<file path="config.mk">
export PLATFORM = sky130hd
export DESIGN_NAME = ring_osc_trim_ctrl
export DESIGN_NICKNAME = d
export VERILOG_FILES = /design/src/rtl/ring_osc_trim_ctrl.sv
export SDC_FILE = /design/constraint.sdc
export NUM_CORES = 1
export LEC_CHECK = 0
export ABC_AREA = 0
export BUFFER_PORTS_ARGS = -buffer_cell sky130_fd_sc_hd__buf_2
export CAP_MARGIN = 10
export CORE_UTILIZATION = 62
export DETAILED_ROUTE_END_ITERATION = 6
export GPL_TIMING_DRIVEN = 0
export PLACE_DENSITY_LB_ADDON = 0.15
export SETUP_SLACK_MARGIN = 0.05
export SLEW_MARGIN = 0
export SYNTH_ARGS = -nofsm -noshare
export SYNTH_HDL_FRONTEND = slang
export SYNTH_SLANG_ARGS = --single-unit
export TNS_END_PERCENT = 10
</file>
<file path="constraint.sdc">
create_clock -name i_clock -period 6.25 [get_ports i_clock]
set_input_delay 1.25 -clock i_clock [delete_from_list [all_inputs] [get_ports i_clock]]
set_output_delay 1.25 -clock i_clock [all_outputs]
set_load 0.01 [all_outputs]
</file>
<file path="src/rtl/ring_osc_trim_ctrl.sv">
// ring_osc_trim_ctrl: frequency-lock loop for a trimmable ring oscillator.
// Runs on the oscillator clock and counts oscillator cycles per reference
// period. It steps a thermometer trim code one unit per reference period
// toward the divider target and flags lock after LOCK_CNT in-band periods.
// Optional feature: define RING_OSC_TRIM_OVERRIDE_EN to add an external
// trim override (ports i_ext_trim_en / i_ext_trim).
`timescale 1ns/1ps
module ring_osc_trim_ctrl #(
  parameter int NSTAGE    = 13,
  parameter int DIVW      = 8,
  parameter int CNTW      = 10,
  parameter int TOL       = 1,
  parameter int LOCK_CNT  = 4,
  parameter int INIT_CODE = 0
) (
  input  logic                            i_clock,
  input  logic                            i_resetb,
  input  logic                            i_enable,
  input  logic                            i_ref,
  input  logic [DIVW-1:0]                 i_div,
  output logic [2*NSTAGE-1:0]             o_trim,
  output logic [$clog2(2*NSTAGE+1)-1:0]   o_code,
  output logic                            o_locked
`ifdef RING_OSC_TRIM_OVERRIDE_EN
  ,
  input  logic                            i_ext_trim_en,
  input  logic [2*NSTAGE-1:0]             i_ext_trim
`endif
);

  localparam int TRIMW = 2 * NSTAGE;
  localparam int CODEW = $clog2(2 * NSTAGE + 1);
  localparam int LCW   = $clog2(LOCK_CNT + 1);
  localparam int CMPW  = CNTW + 1;

  localparam logic [CODEW-1:0] CODE_MAX  = CODEW'(TRIMW);
  localparam logic [CODEW-1:0] CODE_INIT = CODEW'(INIT_CODE);
  localparam logic [CODEW-1:0] CODE_ONE  = CODEW'(1);
  localparam logic [CNTW-1:0]  CNT_MAX   = {CNTW{1'b1}};
  localparam logic [CNTW-1:0]  CNT_ONE   = CNTW'(1);
  localparam logic [LCW-1:0]   LOCK_TGT  = LCW'(LOCK_CNT);
  localparam logic [LCW-1:0]   LCTR_ONE  = LCW'(1);
  localparam logic [CMPW-1:0]  TOL_EXT   = CMPW'(TOL);

  localparam logic [1:0] S_IDLE   = 2'd0;
  localparam logic [1:0] S_ARM    = 2'd1;
  localparam logic [1:0] S_TRACK  = 2'd2;
  localparam logic [1:0] S_LOCKED = 2'd3;

  // Thermometer map: bit i is set when the code exceeds i. Primary bits
  // [NSTAGE-1:0] fill first, so a secondary bit never appears without its primary.
  function automatic logic [TRIMW-1:0] therm(input logic [CODEW-1:0] k);
    logic [TRIMW-1:0] t;
    t = {TRIMW{1'b0}};
    for (int i = 0; i < TRIMW; i++) begin
      t[i] = (int'(k) > i);
    end
    return t;
  endfunction

  logic               r_ref_s1, r_ref_s2, r_ref_d;
  logic [CNTW-1:0]    r_cnt;
  logic [1:0]         r_state;
  logic [CODEW-1:0]   r_code;
  logic [TRIMW-1:0]   r_trim;
  logic [LCW-1:0]     r_lock_ctr;
  logic               r_locked;

  logic               w_ref_rise;
  logic               w_ovr;
  logic [CMPW-1:0]    w_per_ext, w_div_ext, w_hi, w_lo;
  logic               w_fast, w_slow;
  logic [1:0]         w_state_nxt;
  logic [CODEW-1:0]   w_code_nxt;
  logic [LCW-1:0]     w_lock_ctr_nxt;
  logic               w_locked_nxt;
  logic [TRIMW-1:0]   w_trim_nxt;

  assign w_ref_rise = r_ref_s2 & ~r_ref_d;

`ifdef RING_OSC_TRIM_OVERRIDE_EN
  assign w_ovr      = i_ext_trim_en;
  assign w_trim_nxt = i_ext_trim_en ? i_ext_trim : therm(w_code_nxt);
`else
  assign w_ovr      = 1'b0;
  assign w_trim_nxt = therm(w_code_nxt);
`endif

  // Band limits in CNTW+1 bits. The lower limit clamps at zero when div < TOL,
  // and a saturated count is always treated as too fast.
  assign w_per_ext = {1'b0, r_cnt};
  assign w_div_ext = {{(CMPW-DIVW){1'b0}}, i_div};
  assign w_hi      = w_div_ext + TOL_EXT;
  assign w_lo      = (w_div_ext >= TOL_EXT) ? (w_div_ext - TOL_EXT) : {CMPW{1'b0}};
  assign w_fast    = (r_cnt == CNT_MAX) || (w_per_ext > w_hi);
  assign w_slow    = !w_fast && (w_per_ext < w_lo);

  // Two-flop synchronizer for the asynchronous reference, plus an edge-detect flop
  always_ff @(posedge i_clock or negedge i_resetb) begin
    if (!i_resetb) begin
      r_ref_s1 <= 1'b0;
      r_ref_s2 <= 1'b0;
      r_ref_d  <= 1'b0;
    end else begin
      r_ref_s1 <= i_ref;
      r_ref_s2 <= r_ref_s1;
      r_ref_d  <= r_ref_s2;
    end
  end

  // Saturating period counter; restarts at 1 on each reference rise
  always_ff @(posedge i_clock or negedge i_resetb) begin
    if (!i_resetb) begin
      r_cnt <= {CNTW{1'b0}};
    end else if (w_ref_rise) begin
      r_cnt <= CNT_ONE;
    end else if (r_cnt != CNT_MAX) begin
      r_cnt <= r_cnt + CNT_ONE;
    end else begin
      r_cnt <= r_cnt;
    end
  end

  // Tracking FSM: next state, trim code and lock bookkeeping
  always_comb begin
    w_state_nxt    = r_state;
    w_code_nxt     = r_code;
    w_lock_ctr_nxt = r_lock_ctr;
    w_locked_nxt   = r_locked;
    if (!i_enable) begin
      w_state_nxt    = S_IDLE;
      w_code_nxt     = CODE_INIT;
      w_lock_ctr_nxt = {LCW{1'b0}};
      w_locked_nxt   = 1'b0;
    end else if (w_ovr) begin
      w_state_nxt    = S_IDLE;
      w_lock_ctr_nxt = {LCW{1'b0}};
      w_locked_nxt   = 1'b0;
    end else begin
      case (r_state)
        S_IDLE: begin
          w_state_nxt = S_ARM;
        end
        S_ARM: begin
          // The partial period in flight when tracking starts is discarded
          if (w_ref_rise) begin
            w_state_nxt = S_TRACK;
          end else begin
            w_state_nxt = S_ARM;
          end
        end
        S_TRACK, S_LOCKED: begin
          if (w_ref_rise && w_fast) begin
            w_code_nxt     = (r_code == CODE_MAX) ? CODE_MAX : (r_code + CODE_ONE);
            w_lock_ctr_nxt = {LCW{1'b0}};
            w_locked_nxt   = 1'b0;
            w_state_nxt    = S_TRACK;
          end else if (w_ref_rise && w_slow) begin
            w_code_nxt     = (r_code == {CODEW{1'b0}}) ? r_code : (r_code - CODE_ONE);
            w_lock_ctr_nxt = {LCW{1'b0}};
            w_locked_nxt   = 1'b0;
            w_state_nxt    = S_TRACK;
          end else if (w_ref_rise) begin
            w_lock_ctr_nxt = (r_lock_ctr >= LOCK_TGT) ? r_lock_ctr : (r_lock_ctr + LCTR_ONE);
            if (w_lock_ctr_nxt >= LOCK_TGT) begin
              w_locked_nxt = 1'b1;
              w_state_nxt  = S_LOCKED;
            end else begin
              w_locked_nxt = r_locked;
              w_state_nxt  = r_state;
            end
          end else begin
            w_state_nxt = r_state;
          end
        end
        default: begin
          w_state_nxt = S_IDLE;
        end
      endcase
    end
  end

  // Control state and registered outputs
  always_ff @(posedge i_clock or negedge i_resetb) begin
    if (!i_resetb) begin
      r_state    <= S_IDLE;
      r_code     <= CODE_INIT;
      r_trim     <= therm(CODE_INIT);
      r_lock_ctr <= {LCW{1'b0}};
      r_locked   <= 1'b0;
    end else begin
      r_state    <= w_state_nxt;
      r_code     <= w_code_nxt;
      r_trim     <= w_trim_nxt;
      r_lock_ctr <= w_lock_ctr_nxt;
      r_locked   <= w_locked_nxt;
    end
  end

  assign o_trim   = r_trim;
  assign o_code   = r_code;
  assign o_locked = r_locked;

endmodule

</file>
==> metrics.md, run 1 <==
| Metric | Value |
|---|---|
| Outcome | finished, violations left |
| Failing checks | DRC |
| Clock skew | 0.00918 ns |
| HP Start | r_ref_s1$_DFF_PN0_ |
| Min Hold Slack | 0.369 ns |
| Post-CTS Hold Buffers | 0 |
| Clock slew at reported path FFs | 0.10 ns |
| Synthesis warning total | 0 |
| Pins Over Slew Limit | 0 |
| Per-cell routed wire length | 15.6 um |
| Ys async rst share | 1.00 |
| Slowest CP cell | nor4b_1 |
| Die area | 5090 um2 |
| Layout area overhead | 12.2% |
| Capturing point of the worst reg2reg path | o_trim[6]$_DFF_PN0_ |
| Number of global-route vias before repair | 2351 |
| Mapped Nets | 357 |
| Hold Vio Cnt, Final | 0 |
| Rows | 24 |
| Worst slew margin | 0.289 |
| Worst-Margin Slew | 1.07 ns |
| Total track usage | 0.279 |
| Via Count | 2452 |
| Clock Path Buffers | 2 |
| Initial Utilization | 0.666 |
| Initial antenna violation count | 0 |
| CTS buffer count | 5 |
| Crit. End Element | register |
| Flop and latch count out of synthesis | 50 |
| # DRC | 1 |
| Number of buffers and inverters on the critical path | 3 |
| Tmin final | 5.29 ns |
| Die Span Y | 71.3 um |
| Setup TNS | 0 ns |
| Cell Pwr Density | 230 nW/um2 |
| Worst-case vdd ir drop | 0.234 mV |
| Power after layout | 0.000769 W |
| Crit Path Max Fanout | 10 |
| Mapped Cells | 319 |
| Hpwl dp | 4650 um |
| Placement Setup Slack | 0.756 ns |
| WP data arrival | 5.46 ns |
| # Post-CTS Setup Buffers | 0 |
| DR vias/cell | 5.85 |
| Req. time, crit path | 6.42 ns |
| CP cell instances | clkbuf_1 > nand2_1 > nor3_1 > nand4_1 > xor2_1 > ha_1 > nand4_1 > nor4b_1 > nor3_1 > o21ai_0 > clkbuf_1 > nor2_1 > a21oi_1 > nand2_1 > nand2_1 > inv_1 > nor2_1 > o21ai_1 |
| Global-route wire length before repair | 11100 um |
| Min-delay worst type | reg -> reg |
| Top Ports | 44 |
| Clock root cell | clkbuf_8 |
| Core Footprint | 4470 um2 |
| H-tree lvl count | 2 |
| Layout cell share with drive strength beyond 1 | 0.172 |
| Buffers on Ports | 40 |
| # setup viols final | 0 |
| Final period util | 0.846 |
| Diode count | 0 |
| Average size of a mapped cell | 9.34 um2 |
| Nets | 404 |
| Crit path from | i_div[2] |
| Hold Path Cell Cnt | 0 |
| Post-route ant nets | 0 |
| Seq/Total Area, Yosys | 0.420 |
| Pin count of the biggest net entering global routing | 51 |
| Commonest register cell after synthesis | dfrtp_1 |
| Most frequent cells in the layout | dfrtp_1 (50), buf_2 (40), nand2_1 (38) |
| Drt total wl | 6520 um |
| Worst Reg2Reg Path Length in Cells | 13 |
| Unrepaired setup endpoints after global routing | no |
| 1st-pass router iterations | 6 |
| Reg-to-reg slack, setup | 2.45 ns |
| Routability-driven placement congestion ratio | 0.825 |
| Pleak | 1.69 nW |
| Worst setup path class | in -> reg |
| Gates resized, CTS repair | 0 |
| EDFF count, synth | 0 |
| Delay of the slowest cell on the worst path | 0.74 ns |
| CTS tree | yes |
| Synth cell types | 52 |
| Setup WS post-layout | 0.963 ns |
| CTS sink count | 50 |
| Reg2Reg Launch Point | r_cnt[5]$_DFFE_PN0P_ |
| Die X | 71.3 um |
| Synth Cell Area | 2980 um2 |
| Clk Latency, worst-skew pair | 0.30 ns |
| Hold EP | r_ref_s2$_DFF_PN0_ |
| Total gr overflow | 0 |
| CP top delay family | simple AND/OR/NAND/NOR gates |
| Leading cell type in the layout, fill and taps excluded | dfrtp_1 |
| Max-cap violations | 0 |
| Fmax | 189 MHz |
| CP Launch Type | input pin |
| CP most frequent cell | nand2_1 |
| Starting DRT DRC Count | 197 |
[cell type report]
class,instances,area [um2]
clock inverter,2,16.3
clock buffer,6,82.6
timing repair buffer,40,200
buffer,11,48.8
fill,360,1130
multi-input combinational,235,1590
tap,52,65.1
sequential,50,1250
inverter,23,86.3
[power breakdown]
group | internal [W] | switching [W]
registers | 0.000344 | 0.0000279
clock network | 0.0000913 | 0.000111
logic | 0.0000787 | 0.000117
[worst max path at each step]
stage	endpoint	slack, ns	cells past startpoint
floorplan	o_trim[0]$_DFF_PN0_	1.53	16
global placement	o_trim[6]$_DFF_PN0_	0.88	18
detailed placement	o_trim[6]$_DFF_PN0_	0.76	18
CTS	o_trim[6]$_DFF_PN0_	1.08	18
global route	o_trim[4]$_DFF_PN0_	0.58	18
finish	o_trim[6]$_DFF_PN0_	0.96	18
[synthesized netlist by cell type (3+ instances only)]
master / n / area, um2
o21ai_1: 8 / 40.0
xor2_1: 9 / 78.8
and3_1: 3 / 18.8
o211ai_1: 4 / 30.0
a31oi_1: 6 / 37.5
nand3_1: 15 / 75.1
nand2_1: 38 / 143
inv_1: 21 / 78.8
a21oi_1: 17 / 85.1
xnor2_1: 7 / 61.3
clkbuf_1: 10 / 37.5
o21ai_0: 7 / 35.0
dfrtp_1: 50 / 1250
nand3b_1: 3 / 22.5
ha_1: 26 / 325
nand4_1: 8 / 50.1
nor3_1: 8 / 40.0
nor2_1: 34 / 128
[flip-flops by register name, summed over array words and instances, names as in the netlist]
signal	count
o_code	5
o_locked	1
o_trim	26
r_cnt	10
r_lock_ctr	3
r_ref_d	1
r_ref_s1	1
r_ref_s2	1
r_state	2
[metal layers]
layer	up-vias	wire (um)	global-route usage
met3	8	348	0.0745
met2	74	2990	0.426
li1	1217	-	-
met1	1153	3100	0.386
met4	0	80	0.100
met5	-	0	0
[cell families (layout without fill, tap and decap cells)]
family	count (synthesis)	after routing	share of synthesized area
multiplexers	3	3	0.0105
XOR/XNOR	16	16	0.0470
AND/OR/NAND/NOR	126	126	0.207
AO/OA/AOI/OAI	64	64	0.160
buffers and inverters	34	82	0.0454
flip-flops	50	50	0.420
adder cells (fa/ha/maj)	26	26	0.109
[per-stage QoR]
stage | instances | util | area [um2]
2_1_floorplan | 319 | - | 2980
4_1_cts | 419 | 0.747 | 3340
3_5_place_dp | 411 | 0.725 | 3240
3_3_place_gp | 411 | 0.725 | 3240
6_report | 419 | 0.747 | 3340
5_1_grt | 419 | 0.747 | 3340
(Power assumes the default switching activity.)
==> inputs of run 2 (changes only) <==
- CORE_UTILIZATION: 62 -> 57
- clock period: 6.25 -> 5.1 ns (I/O delays scaled with it)
==> metrics.md, run 2 (synthesis results as in run 1) <==
| Metric | Value |
|---|---|
| Drt total wl | 6030 um |
| Largest register FFs | 26 |
| Sw frac | 0.329 |
| Layout fillers | 422 |
| Per-cell routed wire length | 13.9 um |
| Clock slew at reported path FFs | 0.09 ns |
| 1st-pass router iterations | 4 |
| Via Count | 2439 |
| Number of global-route vias before repair | 2173 |
| Outcome | complete, no violations |
| Cell Pwr Density | 272 nW/um2 |
| Reg2Reg Launch Point | r_cnt[5]$_DFFE_PN0P_ |
| Min-delay worst type | reg -> reg |
| CP cell instances | buf_2 > inv_1 > ha_1 > nand2_1 > or4_4 > ha_1 > a2111oi_0 > o2bb2ai_4 > o311ai_4 > o211ai_1 > nand2_1 > nand2_1 > inv_1 > nor2_1 > o21ai_1 |
| Req. time, crit path | 5.27 ns |
| Most frequent cells in the layout | dfrtp_1 (50), buf_2 (40), nand2_1 (38) |
| Pin count of the biggest net entering global routing | 51 |
| Worst setup path class | in -> reg |
| Worst-case vdd ir drop | 0.156 mV |
| Die area | 5520 um2 |
| CP Launch Type | input pin |
| Total track usage | 0.237 |
| Internal | 0.000610 W |
| Hpwl dp | 4500 um |
| Slowest CP cell | a2111oi_0 |
| Nets | 404 |
| CTS sink count | 50 |
| HP Start | r_ref_s1$_DFF_PN0_ |
| Crit Path Max Fanout | 9 |
| Leading cell type in the layout, fill and taps excluded | dfrtp_1 |
| Hold Vio Cnt, Final | 0 |
| Routability-driven placement congestion ratio | 0.909 |
| Worst Reg2Reg Path Length in Cells | 13 |
| WP data arrival | 4.74 ns |
| CTS tree | yes |
| Delay of the slowest cell on the worst path | 0.71 ns |
| # setup viols final | 0 |
| DR vias/cell | 5.63 |
| CP most frequent cell | nand2_1 |
| Post-route ant nets | 0 |
| Clk Latency, worst-skew pair | 0.30 ns |
| Clock power share | 0.234 |
| Unrepaired setup endpoints after global routing | no |
| Post-CTS Hold Buffers | 0 |
| Combinational group share of total power | 0.261 |
| Layout cell share with drive strength beyond 1 | 0.175 |
| Final period util | 0.897 |
| Core Footprint | 4880 um2 |
| Total gr overflow | 0 |
| Rows | 25 |
| Pleak | 1.69 nW |
| NetSw | 0.000299 W |
| H-tree lvl count | 2 |
| Global-route wire length before repair | 9950 um |
| Reg power frac | 0.505 |
| Hold Path Cell Cnt | 0 |
| Pins Over Slew Limit | 0 |
| Clock Path Buffers | 2 |
| Crit. End Element | register |
| Clock root cell | clkbuf_8 |
| Min Hold Slack | 0.364 ns |
| Initial Utilization | 0.611 |
| Tmin final | 4.57 ns |
| Buffers on Ports | 40 |
| Max-cap violations | 0 |
| Crit path from | i_div[0] |
| Worst-Margin Slew | 1.06 ns |
| Diode count | 0 |
| Die X | 74.3 um |
| Worst slew margin | 0.296 |
| Die Span Y | 74.3 um |
| Initial antenna violation count | 0 |
| Fmax | 219 MHz |
| Clock skew | 0.0121 ns |
| # Post-CTS Setup Buffers | 0 |
| Starting DRT DRC Count | 178 |
| Layout area overhead | 12.4% |
| # DRC | 0 |
| Placement Setup Slack | -0.0603 ns |
| Setup WS post-layout | 0.526 ns |
| CTS buffer count | 5 |
| Power after layout | 0.000910 W |
| Top Ports | 44 |
[run 2: changes by cell type in the layout (fill, tap and decap cells not counted), sizes merged]
cell      change
clkinv        +2
clkbuf        -1
clkinvlp      -1
inv           -1
[run 2: worst max-delay path: cells and delay by family]
family	cells	cell delay, ns
fa+ha+maj	2	0.56
buf+inv	3	0.41
compound gates	5	1.43
simple gates	5	1.31
[run 2: worst paths after layout]
kind,to,slack (ns)
max in group asynchronous,o_trim[16]$_DFF_PN0_,3.54
min,r_ref_s2$_DFF_PN0_,0.36
min reg2reg,r_ref_s2$_DFF_PN0_,0.36
max reg2reg,o_trim[4]$_DFF_PN0_,1.81
min in group asynchronous,r_cnt[5]$_DFFE_PN0P_,0.91
max,o_trim[4]$_DFF_PN0_,0.53
[run 2: stage by stage]
stage	cell area [um2]	setup TNS, ns	utilization	instances
2_1_floorplan	2980	0	-	319
3_3_place_gp	3260	0	0.669	426
3_5_place_dp	3260	-0.266	0.669	426
4_1_cts	3340	0	0.685	433
5_1_grt	3350	0	0.686	433
6_report	3350	0	0.686	433
[run 2: routing by layer]
| metal | up-vias | wire length, um | global-route usage |
|---|---|---|---|
| met1 | 1146 | 3000 | 0.352 |
| met2 | 66 | 2720 | 0.359 |
| met4 | 0 | 51 | 0.0566 |
| met5 | - | 0 | 0 |
| met3 | 6 | 255 | 0.0461 |
| li1 | 1221 | - | - |
[run 2: area by class of cell]
type                       instances  area [um2]  share of cell area
clock inverter                     2        10.0             0.00299
tap                               67        83.8              0.0250
inverter                          23        86.3              0.0258
buffer                            11        50.0              0.0149
timing repair buffer              40         200              0.0598
clock buffer                       5        68.8              0.0205
sequential                        50        1250               0.374
multi-input combinational        235        1600               0.477
[run 2: power by group through the flow]
| stage | Clock (W) | Sequential [W] | Combinational [W] |
|---|---|---|---|
| detailed placement | 0 | 0.000465 | 0.000235 |
| global placement | 0 | 0.000464 | 0.000226 |
| floorplan | 0 | 0.000460 | 0.000168 |
| global route | 0.000230 | 0.000463 | 0.000269 |
| finish | 0.000213 | 0.000459 | 0.000238 |
| CTS | 0.000218 | 0.000458 | 0.000236 |
[run 2: repair_timing]
item	CTS	global route
gates resized for setup	0	4
endpoints found under the setup margin	0	24
hold endpoints to repair	0	0
